<file path="src/rtl/stream_mux_pkg.sv">
// stream_mux_pkg: round-robin search and one-hot decode helpers for stream_mux_rr.
// Both helpers work on 32-bit vectors, so the supported channel count is at most 32.
package stream_mux_pkg;

   function automatic logic [31:0] rr_onehot(input logic [31:0] req, input logic [31:0] ptr, input int n);
      logic [31:0] g;
      int idx;
      g = '0;
      // Walk from the farthest slot back to ptr+1 so the nearest requester is written last.
      for (int k = n; k >= 1; k--) begin
         idx = (int'(ptr) + k) % n;
         if (req[idx]) g = 32'(1) << idx;
      end
      return g;
   endfunction

   function automatic int onehot2bin(input logic [31:0] oh);
      int b;
      b = 0;
      for (int i = 0; i < 32; i++) if (oh[i]) b = i;
      return b;
   endfunction

endpackage

</file>
<file path="src/rtl/stream_mux_rr_arbiter.sv">
// rr_arbiter: combinational round-robin grant with an optional packet lock.
module rr_arbiter
   import stream_mux_pkg::*;
#(
   parameter int N  = 4,
   parameter int SW = $clog2(N)
) (
   input  logic [N-1:0]  req,
   input  logic [SW-1:0] ptr,
   input  logic          lock,
   input  logic [SW-1:0] lock_id,
   output logic [N-1:0]  grant,
   output logic [SW-1:0] grant_id
);
   logic [N-1:0] w_rr;
   logic [N-1:0] w_lk;
   assign w_rr     = N'(rr_onehot(32'(req), 32'(ptr), N));
   // A locked channel is granted only while it requests; otherwise the mux stalls.
   assign w_lk     = req & N'(32'(1) << lock_id);
   assign grant    = lock ? w_lk : w_rr;
   assign grant_id = SW'(onehot2bin(32'(grant)));
endmodule

</file>
<file path="src/rtl/stream_mux_rr.sv">
// stream_mux_rr: N-channel valid/ready mux with round-robin arbitration and registered output.
// Define STREAM_MUX_PKT_LOCK_EN to add in_last/out_last and hold the grant for a whole packet.
module stream_mux_rr
   import stream_mux_pkg::*;
#(
   parameter int DW = 8,
   parameter int N  = 4
) (
   input  logic            clk,
   input  logic            reset,
   input  logic [N-1:0]    in_valid,
   input  logic [N*DW-1:0] in_data,
   output logic [N-1:0]    in_ready,
   output logic            out_valid,
   output logic [DW-1:0]   out_data,
   output logic [N-1:0]    out_sel,
`ifdef STREAM_MUX_PKT_LOCK_EN
   input  logic [N-1:0]    in_last,
   output logic            out_last,
`endif
   input  logic            out_ready
);
   localparam int SW = $clog2(N);
   logic            r_out_valid;
   logic [DW-1:0]   r_out_data;
   logic [N-1:0]    r_out_sel;
   logic [SW-1:0]   r_ptr;
   logic            w_load;
   logic            w_xfer;
   logic            w_in_last;
   logic            w_lock;
   logic [SW-1:0]   w_lock_id;
   logic [N-1:0]    w_grant;
   logic [SW-1:0]   w_gid;
   logic [DW-1:0]   w_data;

   rr_arbiter #(.N(N), .SW(SW)) u_arb (
      .req      (in_valid),
      .ptr      (r_ptr),
      .lock     (w_lock),
      .lock_id  (w_lock_id),
      .grant    (w_grant),
      .grant_id (w_gid)
   );

   assign w_load   = ~r_out_valid | out_ready;
   assign in_ready = (w_load & ~reset) ? w_grant : '0;
   assign w_xfer   = w_load & (|w_grant);

   always_comb begin
      w_data = '0;
      for (int i = 0; i < N; i++) w_data = w_data | (in_data[i*DW +: DW] & {DW{w_grant[i]}});
   end

`ifdef STREAM_MUX_PKT_LOCK_EN
   logic          r_lock;
   logic [SW-1:0] r_lock_id;
   logic          r_out_last;
   assign w_in_last = |(in_last & w_grant);
   assign w_lock    = r_lock;
   assign w_lock_id = r_lock_id;
   assign out_last  = r_out_last;
   always_ff @(posedge clk) begin
      if (reset) begin
         r_lock     <= 1'b0;
         r_lock_id  <= '0;
         r_out_last <= 1'b0;
      end else if (w_xfer) begin
         r_lock     <= ~w_in_last;
         r_lock_id  <= w_gid;
         r_out_last <= w_in_last;
      end
   end
`else
   assign w_in_last = 1'b1;
   assign w_lock    = 1'b0;
   assign w_lock_id = '0;
`endif

   always_ff @(posedge clk) begin
      if (reset) begin
         r_out_valid <= 1'b0;
         r_out_data  <= '0;
         r_out_sel   <= '0;
         r_ptr       <= SW'(N - 1);
      end else if (w_xfer) begin
         r_out_valid <= 1'b1;
         r_out_data  <= w_data;
         r_out_sel   <= w_grant;
         if (w_in_last) r_ptr <= w_gid;
      end else if (w_load) begin
         r_out_valid <= 1'b0;
      end
   end

   assign out_valid = r_out_valid;
   assign out_data  = r_out_data;
   assign out_sel   = r_out_sel;
endmodule
</file>
<file path="config.mk">
export PLATFORM = sky130hd
export DESIGN_NAME = stream_mux_rr
export DESIGN_NICKNAME = d
export VERILOG_FILES = /design/src/rtl/stream_mux_pkg.sv /design/src/rtl/stream_mux_rr_arbiter.sv /design/src/rtl/stream_mux_rr.sv
export SDC_FILE = /design/constraint.sdc
export NUM_CORES = 1
export LEC_CHECK = 0
export BUFFER_PORTS_ARGS = -buffer_cell sky130_fd_sc_hd__buf_2
export CAP_MARGIN = 0
export CORE_MARGIN = 1.5
export CORE_UTILIZATION = 40
export CTS_CLUSTER_DIAMETER = 100
export DETAILED_ROUTE_END_ITERATION = 10
export GPL_ROUTABILITY_DRIVEN = 0
export PLACE_DENSITY = 0.73
export SYNTH_ARGS = -nofsm -noshare
export SYNTH_HDL_FRONTEND = slang
export SYNTH_HIERARCHICAL = 1
export SYNTH_SLANG_ARGS = --single-unit
</file>
<file path="constraint.sdc">
create_clock -name clk -period 3 [get_ports clk]
set_input_delay 0.45 -clock clk [delete_from_list [all_inputs] [get_ports clk]]
set_output_delay 0.45 -clock clk [all_outputs]
set_load 0.01 [all_outputs]
</file>
==> results.cfg <==
[worst_setup_path]
slowest_stage = mux4_2
path_buf_inv = 3
critPathMaxFanout = 7
cpMostUsedCell = buf_6
cp.required_ps = 2550
slowest_delay_ps = 590
end_kind = primary output
arrival_ps = 2530
criticalPathCategory = reg2out
path_cells = buf_6, mux4_2, a221o_1, a221oi_2, a21oi_2, buf_6, and3_4, buf_6
cpLargestDelayFamily = compound AO/OA/AOI/OAI gates
start_kind = flop

[detailed_routing]
detail-route-antenna-nets = 0
drc = 0
drtIter0Drc = 29
firstDrtPassIters = 4
via_per_inst = 5.539
wl_mm = 3.711
wl_per_cell_um = 15.27
via_count = 1346

[placed_design]
place.port_buffers = 55
place_ws_ps = -49.68
hpwlAfterDp_mm = 2.658

[status]
status = finished clean

[clock_network]
clockRootBuffer = clkbuf_4
path_clk_slew_ps = 90
cts_buffers = 3
cts_sinks = 15
cts_tree = done
clockBufferDepth = 2
cts_max_level = 1
clkLatencyLatePin_ps = 280

[logic_synthesis]
ys_warn_count = 6
synth-seq-cells = 15
ys_seq_area_frac = 0.2553
yosys.cell_types.count = 39
synth.avg_cell_area_um2 = 9.640
syn_inst = 122
netlist_area_um2 = 1176

[floorplan]
die_area_um2 = 3275
coreArea_um2 = 2781
start_util = 0.4229
ioPinCount = 56
placementRows = 19
die_x_um = 57.23
dieHeight_um = 57.23

[final_layout]
n_antenna_cell = 0
fillCellCount = 234
multi_input_area_um2 = 927.1
seq_area_um2 = 302.8
nets = 258
final_layout_size_suffix_gt1_frac = 0.5708
area_growth_pct = 53.51

[timing]
period_minus_slack_ps = 2982
setup_viol = 0
slew_headroom = 0.4638
rsz0062_at_grt = true
hold_viol = 0
fmax_mhz = 335.3
finalMaxSlewViolations = 0
finalCritPeriodShare = 0.9941
finClkSkew_ps = 1.659
tns_ps = 0
fin_ws_ps = 17.70
worst_slew_pin_slew_ps = 804.3

[global_route]
antenna_found_initial = 0
grt_usage = 0.2154
grt_max_degree = 17
grt_pass1_vias = 1307
grt_pass1_wl_mm = 5.644
overflow = 0

[worst_hold_path]
worst_hold_path_type = in2reg

[pwr]
total_leakage_power_nw = 0.8589
vdd_ir_drop_max_uv = 747.9
power_per_cell_area_nw_per_um2 = 1003

[job]
maxCapViolations = 0
[synth_stat cells (all sizes together)]
| library cell | instances | area, µm² |
|---|---|---|
| a22o | 8 | 70.07 |
| a31o | 4 | 35.03 |
| o21ai | 7 | 38.79 |
| nand2b | 2 | 12.51 |
| or2b | 2 | 15.01 |
| nand4 | 1 | 6.260 |
| dfxtp | 15 | 300.3 |
| and3 | 4 | 25.02 |
| a211oi | 8 | 65.06 |
| clkbuf | 1 | 3.750 |
| mux4 | 4 | 97.59 |
| nor4 | 1 | 21.27 |
| nor2 | 3 | 16.26 |
| nor2b | 2 | 20.02 |
| buf | 6 | 38.79 |
| nand3 | 4 | 20.02 |
| nand2 | 5 | 18.77 |
| a31oi | 3 | 33.78 |
| a221o | 3 | 31.28 |
| ha | 6 | 75.07 |
| conb | 1 | 3.750 |
| nor3 | 1 | 5.000 |
| or4 | 1 | 11.26 |
| a221oi | 10 | 87.58 |
| clkinv | 1 | 3.750 |
| nand4b | 1 | 8.760 |
| inv | 7 | 26.28 |
| a21oi | 11 | 85.08 |
[power by group]
group | switching (W) | internal (W)
Clock | 0.0000672 | 0.0000495
Sequential | 0.0000573 | 0.000294
Combinational | 0.000681 | 0.000662
[sequential cells by signal, summed over array words and instances (netlist names)]
signal     cells
out_data       8
out_sel        4
r_ptr          2
out_valid      1
[per-stage QoR]
step / utilization / power, W / cells / instance area (µm²) / hold slack [ps]
global placement: 0.5628 / 0.001382 / 224 / 1565 / 466.0
global route: 0.6491 / 0.001943 / 243 / 1805 / 466.5
floorplan: - / 0.001139 / 137 / 1235 / 523.8
CTS: 0.5825 / 0.001597 / 228 / 1620 / 463.8
detailed placement: 0.5628 / 0.001427 / 224 / 1565 / 468.4
finish: 0.6491 / 0.001811 / 243 / 1805 / 475.4
[path summary, 6_finish.rpt]
check	startpoint	endpoint	slack, ps	cells after the start
setup reg to reg	r_ptr[0]	out_sel[3]	100	8
hold / removal	reset	out_data[2]	480	2
hold reg to reg	out_sel[2]	out_sel[2]	500	1
setup / recovery	r_ptr[0]	in_ready[0]	20	8
[cells by family after synthesis]
| family | synth area share |
|---|---|
| muxes | 0.08298 |
| DFF | 0.2553 |
| other | 0.003188 |
| and+or+nand+nor | 0.1532 |
| adders and majority gates | 0.06383 |
| AOI/OAI and AO/OA | 0.3798 |
| buffers and inverters | 0.06170 |
[cell type report]
type,instances,area share
multi-input cells,107,0.5135
repair buffers,78,0.2654
flip-flops and latches,15,0.1677
well taps,31,0.02148
inverters,8,0.01663
clock buffers,3,0.01247
clock inverters,1,0.002772
[what timing repair did]
item	4_1_cts	5_1_grt
hold buffers	0	0
pin swaps	2	8
endpoints found under the setup margin	8	8
setup buffers	0	15
gates resized for setup	10	17
[placed cells by master, fill, tap and decap left out, types with 2 or more instances in the layout]
master    Yosys  layout
dfxtp_2       0       2
nand2_1       5       3
dfxtp_1      15      13
buf_4         1      18
and3_4        0       3
nand2_2       0       2
o21ai_0       4       2
a22o_1        8       8
nor2_4        0       2
ha_1          6       5
mux4_2        2       4
or2b_1        2       2
nand3_1       4       4
a211oi_1      7       7
conb_1        1      16
inv_1         7       6
o21ai_1       2       3
buf_2         4      53
buf_6         1       7
a221oi_1     10       9
a21oi_2       8      10
a31o_2        4       4
a31oi_4       1       2
a221o_1       2       2
clkbuf_4      0       3
o21ai_2       1       2
nand2b_1      2       2
[routing by layer]
metal	global-route usage	share of wire	up-vias	wire length (µm)
li1	-	-	649	-
met1	0.2556	0.40	655	1486
met2	0.4138	0.54	38	2019
met3	0.04082	0.049	4	182
met4	0.01993	0.0062	0	23
met5	0	0	-	0
Note: power is estimated with default switching activity, not from simulation.
